--- src/rtl/argmax_classifier.sv ---
// argmax_classifier
// -----------------------------------------------------------------------------
// Output stage for the last neuron layer. Each neuron k delivers its score
// with a one-cycle score_ready[k] pulse. Once every class has delivered a
// score, the captured values are scanned one compare per clock. The winning
// index and score are then presented together with a one-cycle result_valid.
//
// Ports:
//   clock        in   rising-edge clock
//   reset        in   asynchronous, active-high reset
//   score_ready  in   [NUM_CLASSES]   per-class capture strobes
//   scores       in   [NUM_CLASSES] x signed DATA_WIDTH, valid with its strobe
//   class_index  out  index of the maximum from the last completed scan
//   max_score    out  value of that maximum
//   result_valid out  one-cycle pulse when class_index/max_score update
//   busy         out  high while scanning and during the result cycle
//   overrun      out  sticky: a strobe arrived while not collecting
// -----------------------------------------------------------------------------
module argmax_classifier #(
    parameter int DATA_WIDTH  = 32,
    parameter int NUM_CLASSES = 10
) (
    input  logic                                clock,
    input  logic                                reset,
    input  logic [NUM_CLASSES-1:0]              score_ready,
    input  logic signed [DATA_WIDTH-1:0]        scores [NUM_CLASSES],
    output logic [$clog2(NUM_CLASSES)-1:0]      class_index,
    output logic signed [DATA_WIDTH-1:0]        max_score,
    output logic                                result_valid,
    output logic                                busy,
    output logic                                overrun
);

    // $clog2(NUM_CLASSES) bits already reach NUM_CLASSES-1, so the scan
    // counter shares the index width without wrapping.
    localparam int IDX_W = $clog2(NUM_CLASSES);

    typedef enum logic [1:0] {
        ST_COLLECT,
        ST_SCAN,
        ST_DONE
    } state_t;

    state_t                       state_reg, state_next;
    logic [NUM_CLASSES-1:0]       flag_reg;
    logic signed [DATA_WIDTH-1:0] score_reg [NUM_CLASSES];
    logic [IDX_W-1:0]             cnt_reg;
    logic signed [DATA_WIDTH-1:0] best_score_reg;
    logic [IDX_W-1:0]             best_idx_reg;

    logic                         collecting;
    logic [NUM_CLASSES-1:0]       capture;
    logic                         all_captured;
    logic                         take;
    logic                         last;
    logic signed [DATA_WIDTH-1:0] cand_score;
    logic [IDX_W-1:0]             cand_idx;

    logic [IDX_W-1:0]             class_index_next;
    logic signed [DATA_WIDTH-1:0] max_score_next;
    logic                         result_valid_next;
    logic                         busy_next;
    logic                         overrun_next;

    assign collecting   = (state_reg == ST_COLLECT);
    assign capture      = collecting ? score_ready : '0;
    // Counts this edge's strobes too, so the scan starts on the capture edge.
    assign all_captured = &(flag_reg | score_ready);

    // Strictly-greater signed compare: ties keep the lower index.
    assign take       = (score_reg[cnt_reg] > best_score_reg);
    assign cand_score = take ? score_reg[cnt_reg] : best_score_reg;
    assign cand_idx   = take ? cnt_reg : best_idx_reg;
    assign last       = (cnt_reg == IDX_W'(NUM_CLASSES - 1));

    // ---------------------------------------------------------------- state
    always_ff @(posedge clock or posedge reset) begin
        if (reset) begin
            state_reg <= ST_COLLECT;
        end else begin
            state_reg <= state_next;
        end
    end

    always_comb begin
        state_next = state_reg;
        case (state_reg)
            ST_COLLECT: if (all_captured) state_next = ST_SCAN;
            ST_SCAN:    if (last)         state_next = ST_DONE;
            ST_DONE:                      state_next = ST_COLLECT;
            default:                      state_next = ST_COLLECT;
        endcase
    end

    // -------------------------------------------------------------- outputs
    always_comb begin
        result_valid_next = (state_reg == ST_SCAN) && last;
        class_index_next  = result_valid_next ? cand_idx   : class_index;
        max_score_next    = result_valid_next ? cand_score : max_score;
        busy_next         = (state_next != ST_COLLECT);
        overrun_next      = overrun | (!collecting && (|score_ready));
    end

    always_ff @(posedge clock or posedge reset) begin
        if (reset) begin
            class_index  <= '0;
            max_score    <= '0;
            result_valid <= 1'b0;
            busy         <= 1'b0;
            overrun      <= 1'b0;
        end else begin
            class_index  <= class_index_next;
            max_score    <= max_score_next;
            result_valid <= result_valid_next;
            busy         <= busy_next;
            overrun      <= overrun_next;
        end
    end

    // ------------------------------------------------------- score capture
    generate
        for (genvar gi = 0; gi < NUM_CLASSES; gi++) begin : g_score
            always_ff @(posedge clock or posedge reset) begin
                if (reset) begin
                    score_reg[gi] <= '0;
                end else if (capture[gi]) begin
                    score_reg[gi] <= scores[gi];
                end
            end
        end
    endgenerate

    always_ff @(posedge clock or posedge reset) begin
        if (reset) begin
            flag_reg <= '0;
        end else if (state_reg == ST_DONE) begin
            flag_reg <= '0;
        end else begin
            flag_reg <= flag_reg | capture;
        end
    end

    // ------------------------------------------------------------ scan path
    always_ff @(posedge clock or posedge reset) begin
        if (reset) begin
            cnt_reg        <= '0;
            best_score_reg <= '0;
            best_idx_reg   <= '0;
        end else begin
            case (state_reg)
                ST_COLLECT: begin
                    if (all_captured) begin
                        // Score 0 may arrive on this very edge.
                        best_score_reg <= score_ready[0] ? scores[0] : score_reg[0];
                        best_idx_reg   <= '0;
                        cnt_reg        <= IDX_W'(1);
                    end
                end
                ST_SCAN: begin
                    best_score_reg <= cand_score;
                    best_idx_reg   <= cand_idx;
                    cnt_reg        <= cnt_reg + IDX_W'(1);
                end
                default: ;
            endcase
        end
    end

endmodule
--- config.mk ---
export PLATFORM = sky130hd
export DESIGN_NAME = argmax_classifier
export DESIGN_NICKNAME = d
export VERILOG_FILES = /design/src/rtl/argmax_classifier.sv
export SDC_FILE = /design/constraint.sdc
export NUM_CORES = 1
export LEC_CHECK = 0
export CELL_PAD_IN_SITES_DETAIL_PLACEMENT = 1
export CELL_PAD_IN_SITES_GLOBAL_PLACEMENT = 1
export CORE_MARGIN = 5
export CORE_UTILIZATION = 40
export DETAILED_ROUTE_END_ITERATION = 6
export PLACE_DENSITY_LB_ADDON = 0.1
export SLEW_MARGIN = 20
export SYNTH_ARGS = -nofsm -noshare
export SYNTH_HDL_FRONTEND = slang
export SYNTH_SLANG_ARGS = --single-unit
--- constraint.sdc ---
create_clock -name clock -period 21.2 [get_ports clock]
set_input_delay 6.36 -clock clock [delete_from_list [all_inputs] [get_ports clock]]
set_output_delay 6.36 -clock clock [all_outputs]
set_load 0.01 [all_outputs]
==> results.cfg, run 1 <==
[outcome]
status = complete, no violations

[clock_tree]
numCtsBuffers = 47
clk_pin_slew_ps = 60
clock_sinks = 411
cts-hold-fix-buffers = 0
cts-root-buf = clkbuf_16
cts_tree = done
cts_resized = 0
worstSkewPairLatency_ps = 580
cts_post_setup_buffers_inserted = 0
h-tree-depth = 2
cts_buffer_depth = 3

[worst_setup_path]
cp-start-kind = primary input
r2r_cells = 13
crit_path_end_kind = flop
worstPathRequired_ps = 21640
path_class = in2reg
worstPathMaxFanout = 41
arrival_ps = 9120

[logic_synthesis]
synth_seq_cells = 411
synth_compound_area_share_pct = 5.670
synth-edff-count = 0
synth_top_family_by_area = multiplexers
synth_simple_gate_area_share_pct = 4.405
syn_inst = 1400
synthesis.nets = 1766
yosysWarningCount = 0
yosys.area_share.xor_xnor_pct = 0.04541
ys.flop_type = dfrtp_1
synth_fa_ha_area_share_pct = 2.206
netlist_area_sq_mm = 0.01929
yosysSeqAreaShare_pct = 53.32
syn_area_per_cell_sq_um = 13.78
muxShareOfSynthArea_pct = 31.35
synthArstFlopShare_pct = 100.0
ys_types = 40

[flow_run]
cap_violations = 0

[timing]
tightest_slew_ps = 1115
final_hold_viol_count = 0
skew_ps = 20.98
drv_slew = 0
final.setup.tns_ps = 0
clock.fmax_ghz = 0.1153
finalSetupViolations = 0
min_period_over_period_pct = 40.91
max_slew_margin_pct = 25.65
period_needed_ps = 8673
rsz0062_at_grt = no
layout_setup_ws_ps = 12530

[finish]
fin_area_sq_mm = 0.02500
area_growth_pct = 29.62
drive_above_1_share_pct = 28.33
largest_reg_flops = 320
layout_commonest_cell = dfrtp_1
finalNonFillerCells = 2383
layout.nets = 2089
final_cell_mix = dfrtp_1 (407), clkdlybuf4s50_1 (369), mux2_2 (321), mux2i_1 (99), mux4_2 (64)

[pwr]
power_uw = 4216
p_leak_uw = 0.01025
power-per-cell-area_mw_per_mm2 = 168.6
ir_drop_mv = 0.1401

[global_routing]
grt_use_total_pct = 22.98
gr-total-overflow = 0
grt_max_degree = 161
antenna_found_initial = 26
grt_pass1_vias = 14610
grt_pass1_wl_microns = 93100

[place]
post-place-cells = 2289
gp_congestion = 0.8049
dpl-instance-area_sq_mm = 0.02345
pre_cts_slack_ps = 11940
io_buffers = 370
place_hpwl_microns = 43530

[routing]
dr.pass1.iters = 5
drc = 0
avgViaCountPerCell = 5.522
drt_iter0_drc = 732
drtAntennaViolNets = 0
avgRoutedWirePerCell_microns = 25.58
wirelength_microns = 60960
vias = 13160

[floorplan]
rows = 80
initial_utilization_pct = 40.40
die-width_microns = 229.6
core_sq_mm = 0.04775
die_y_microns = 229.6
io_pins = 371
dieArea_sq_mm = 0.05271

[min_path]
hold_path.class = reg2reg
hold_depth = 1
[worst max-delay path: stages]
cell and delay [ps]:
buf_2 80, buf_4 520, o22ai_1 160, nor4_1 460, nand2_2 600, a21boi_4 490, a221o_1 400
[power breakdown]
| part | switching, uW | internal, uW | total [uW] |
|---|---|---|---|
| registers | 266 | 1190 | 1450 |
| logic | 996 | 962 | 1960 |
| clock network | 329 | 477 | 805 |
[kinds of logic after synthesis]
family	Yosys count
compound gates	143
xor+xnor	1
fa+ha+maj	34
buf+inv	142
flops	411
mux	484
simple gates	185
[layout make-up]
type,instances,area [sq um]
Fill cell,4694,22750
Sequential cell,411,10290
Multi-Input combinational cell,847,8458
Timing Repair Buffer,380,3786
Clock buffer,69,1389
Tap cell,615,769.5
Inverter,36,142.6
Clock inverter,15,135.1
Antenna cell,10,25.02
[synthesized netlist by cell type, types with 4 or more instances]
library cell | n | area [sq um]
clkbuf_1 | 86 | 322.8
o21a_1 | 4 | 30.03
a21oi_1 | 17 | 85.08
buf_2 | 12 | 60.06
inv_1 | 36 | 135.1
o311ai_0 | 31 | 271.5
nand2_1 | 55 | 206.5
mux2_2 | 321 | 3615
ha_1 | 34 | 425.4
mux4_2 | 64 | 1441
nand4_1 | 7 | 43.79
o21ai_0 | 12 | 60.06
and2_1 | 11 | 68.82
nor2_1 | 62 | 232.7
a221o_1 | 32 | 320.3
o22ai_1 | 36 | 225.2
nand3_1 | 37 | 185.2
dfrtp_1 | 411 | 10280
mux2i_1 | 99 | 991.0
buf_1 | 4 | 15.01
buf_6 | 4 | 45.04
[final timing paths]
check                      slack (ps)                    from                             end
max reg2reg                     15170  cnt_reg[0]$_DFFE_PP0P_     best_idx_reg[0]$_DFFE_PP0P_
max in group asynchronous       13340                   reset      score_reg[204]$_DFFE_PP0P_
min reg2reg                       480       overrun$_DFF_PP0_               overrun$_DFF_PP0_
min in group asynchronous        6290                   reset      score_reg[127]$_DFFE_PP0P_
max                             12530          score_ready[0]  best_score_reg[16]$_DFFE_PP0P_
min                               480       overrun$_DFF_PP0_               overrun$_DFF_PP0_
[per-stage QoR]
stage | hold WS (ps) | util, %
2_1_floorplan | 460.8 | -
3_3_place_gp | 452.3 | 49.11
3_5_place_dp | 459.6 | 49.12
4_1_cts | 474.4 | 52.31
5_1_grt | 495.9 | 52.34
6_report | 476.2 | 52.36
[layer usage]
metal | up-vias | track usage (%) | share of wire, %
met5 | - | 0 | 0.38
met4 | 34 | 5.995 | 2.4
met3 | 117 | 6.998 | 6.1
met2 | 268 | 36.61 | 48
met1 | 6893 | 30.84 | 43
li1 | 5848 | - | -
Power figures use the tool's default switching activity.
==> run 2, diff against run 1 <==
--- a/config.mk
+++ b/config.mk
@@ -8,7 +8,7 @@
 export CELL_PAD_IN_SITES_DETAIL_PLACEMENT = 1
 export CELL_PAD_IN_SITES_GLOBAL_PLACEMENT = 1
 export CORE_MARGIN = 5
-export CORE_UTILIZATION = 40
+export CORE_UTILIZATION = 38
 export DETAILED_ROUTE_END_ITERATION = 6
 export PLACE_DENSITY_LB_ADDON = 0.1
 export SLEW_MARGIN = 20
==> constraint.sdc (replaced) <==
create_clock -name clock -period 7.71 [get_ports clock]
set_input_delay 2.313 -clock clock [delete_from_list [all_inputs] [get_ports clock]]
set_output_delay 2.313 -clock clock [all_outputs]
set_load 0.01 [all_outputs]
==> results.cfg, run 2 (synthesized netlist as in run 1, its figures left out) <==
[outcome]
status = complete, no violations

[floorplan]
io_pins = 371
rows = 82
dieArea_sq_mm = 0.05536
initial_utilization_pct = 38.44
die_y_microns = 235.3
die-width_microns = 235.3
core_sq_mm = 0.05017

[worst_setup_path]
worstPathRequired_ps = 8140
endpoint = max_score[0]$_DFFE_PP0P_
startpoint = cnt_reg[0]$_DFFE_PP0P_
r2r_cells = 13
r2r_start = cnt_reg[0]$_DFFE_PP0P_
ff2ff_setup_slack_ps = 2540
crit_path_end_kind = flop
worstPathMaxFanout = 67
r2r-end = max_score[0]$_DFFE_PP0P_
arrival_ps = 5600
cp-start-kind = flop
path_class = reg2reg

[timing]
drv_slew = 0
final_hold_viol_count = 0
skew_ps = 19.16
tightest_slew_ps = 1162
rsz0062_at_grt = no
period_needed_ps = 5173
finalSetupViolations = 0
clock.fmax_ghz = 0.1933
hold-worst-slack_ps = 469.4
max_slew_margin_pct = 22.54
min_period_over_period_pct = 67.09
final.setup.tns_ps = 0

[flow_run]
cap_violations = 0

[routing]
drtAntennaViolNets = 0
drt_iter0_drc = 565
wirelength_microns = 62940
wl_met3_microns = 3678
avgRoutedWirePerCell_microns = 25.78
dr.pass1.iters = 4
avgViaCountPerCell = 5.400
drc = 0
wl_met2_microns = 31280
wl_met1_microns = 26810
dr.max_layer_used = met5
vias = 13180

[finish]
layout.nets = 2092
drive_above_1_share_pct = 28.26
final_cell_mix = dfrtp_1 (407), clkdlybuf4s50_1 (369), mux2_2 (321), mux2i_1 (99), mux4_2 (64)
area_growth_pct = 30.48
layout_commonest_cell = dfrtp_1
largest_reg_flops = 320

[pwr]
p_leak_uw = 0.01028
power-per-cell-area_mw_per_mm2 = 466.6
power_uw = 11740
ir_drop_mv = 0.4150

[min_path]
hold_path.class = reg2reg

[clock_tree]
numCtsBuffers = 47
clock_sinks = 411
worstSkewPairLatency_ps = 580
cts_tree = done
clk_pin_slew_ps = 60
cts_post_setup_buffers_inserted = 0
cts-hold-fix-buffers = 0
h-tree-depth = 2
cts_resized = 0
cts_buffer_depth = 3
cts-root-buf = clkbuf_16

[global_routing]
antenna_found_initial = 17
grt_pass1_vias = 14860
grt_max_degree = 151
gr-total-overflow = 0
grt_pass1_wl_microns = 95340
grt_use_total_pct = 22.35

[place]
place_hpwl_microns = 44700
gp_congestion = 0.7978
io_buffers = 370
-- run 2: cell types whose count changed in the layout (fill, tap and decap cells not counted), moves of 2 or more --
cell,previous run,this run
clkinv_2,10,4
clkbuf_1,9,13
diode_2,10,7
buf_12,1,3
-- run 2: cell type report --
cell class,count,area (sq um)
diodes,7,17.52
clock buffers,75,1443
clock inverters,10,142.6
fillers,4973,25010
inverters,36,138.9
multi-input cells,847,8454
flip-flops and latches,411,10290
well taps,672,840.8
repair buffers,383,3834
-- run 2: worst max-delay path: stages, from the launching register on --
cell      delay, ps
dfrtp_4        1100
buf_4           440
mux4_2          600
mux2i_1         180
o22ai_1         170
ha_1            400
nand4_1         180
nor4_2          300
a21boi_1        210
o32ai_1         140
a21oi_4         310
buf_4           610
mux2i_1         250
o21ai_0          90
-- run 2: report_power, final --
part,total [uW],switching (uW),internal (uW)
Combinational,5430,2770,2660
Sequential,4020,762,3260
Clock,2290,913,1380
-- run 2: worst min-delay path by stage --
stage	end	slack, ps	startpoint	depth (start not counted)
after global routing	overrun$_DFF_PP0_	500	overrun$_DFF_PP0_	1
final	class_index[3]$_DFFE_PP0P_	470	class_index[3]$_DFFE_PP0P_	2
after CTS	overrun$_DFF_PP0_	470	overrun$_DFF_PP0_	1
after global placement	overrun$_DFF_PP0_	450	overrun$_DFF_PP0_	1
after floorplan	flag_reg[7]$_DFF_PP0_	460	flag_reg[7]$_DFF_PP0_	2
after detailed placement	overrun$_DFF_PP0_	460	overrun$_DFF_PP0_	1
-- run 2: per-stage QoR --
step                cells  cell area [sq um]  setup WS [ps]  utilization, %
floorplan            1400              19290         -142.6               -
global placement     2349              23560           2474           46.96
detailed placement   2349              23560           2469           46.96
CTS                  2434              25150           2416           50.12
global route         2436              25150           2113           50.13
finish               2441              25170           2537           50.16
-- run 2: per-layer routing --
metal  vias up  global-route usage [%]
met4        22                   4.662
met5         -                       0
li1       5860                       -
met3        85                   6.174
met2       300                   37.86
met1      6915                   29.04
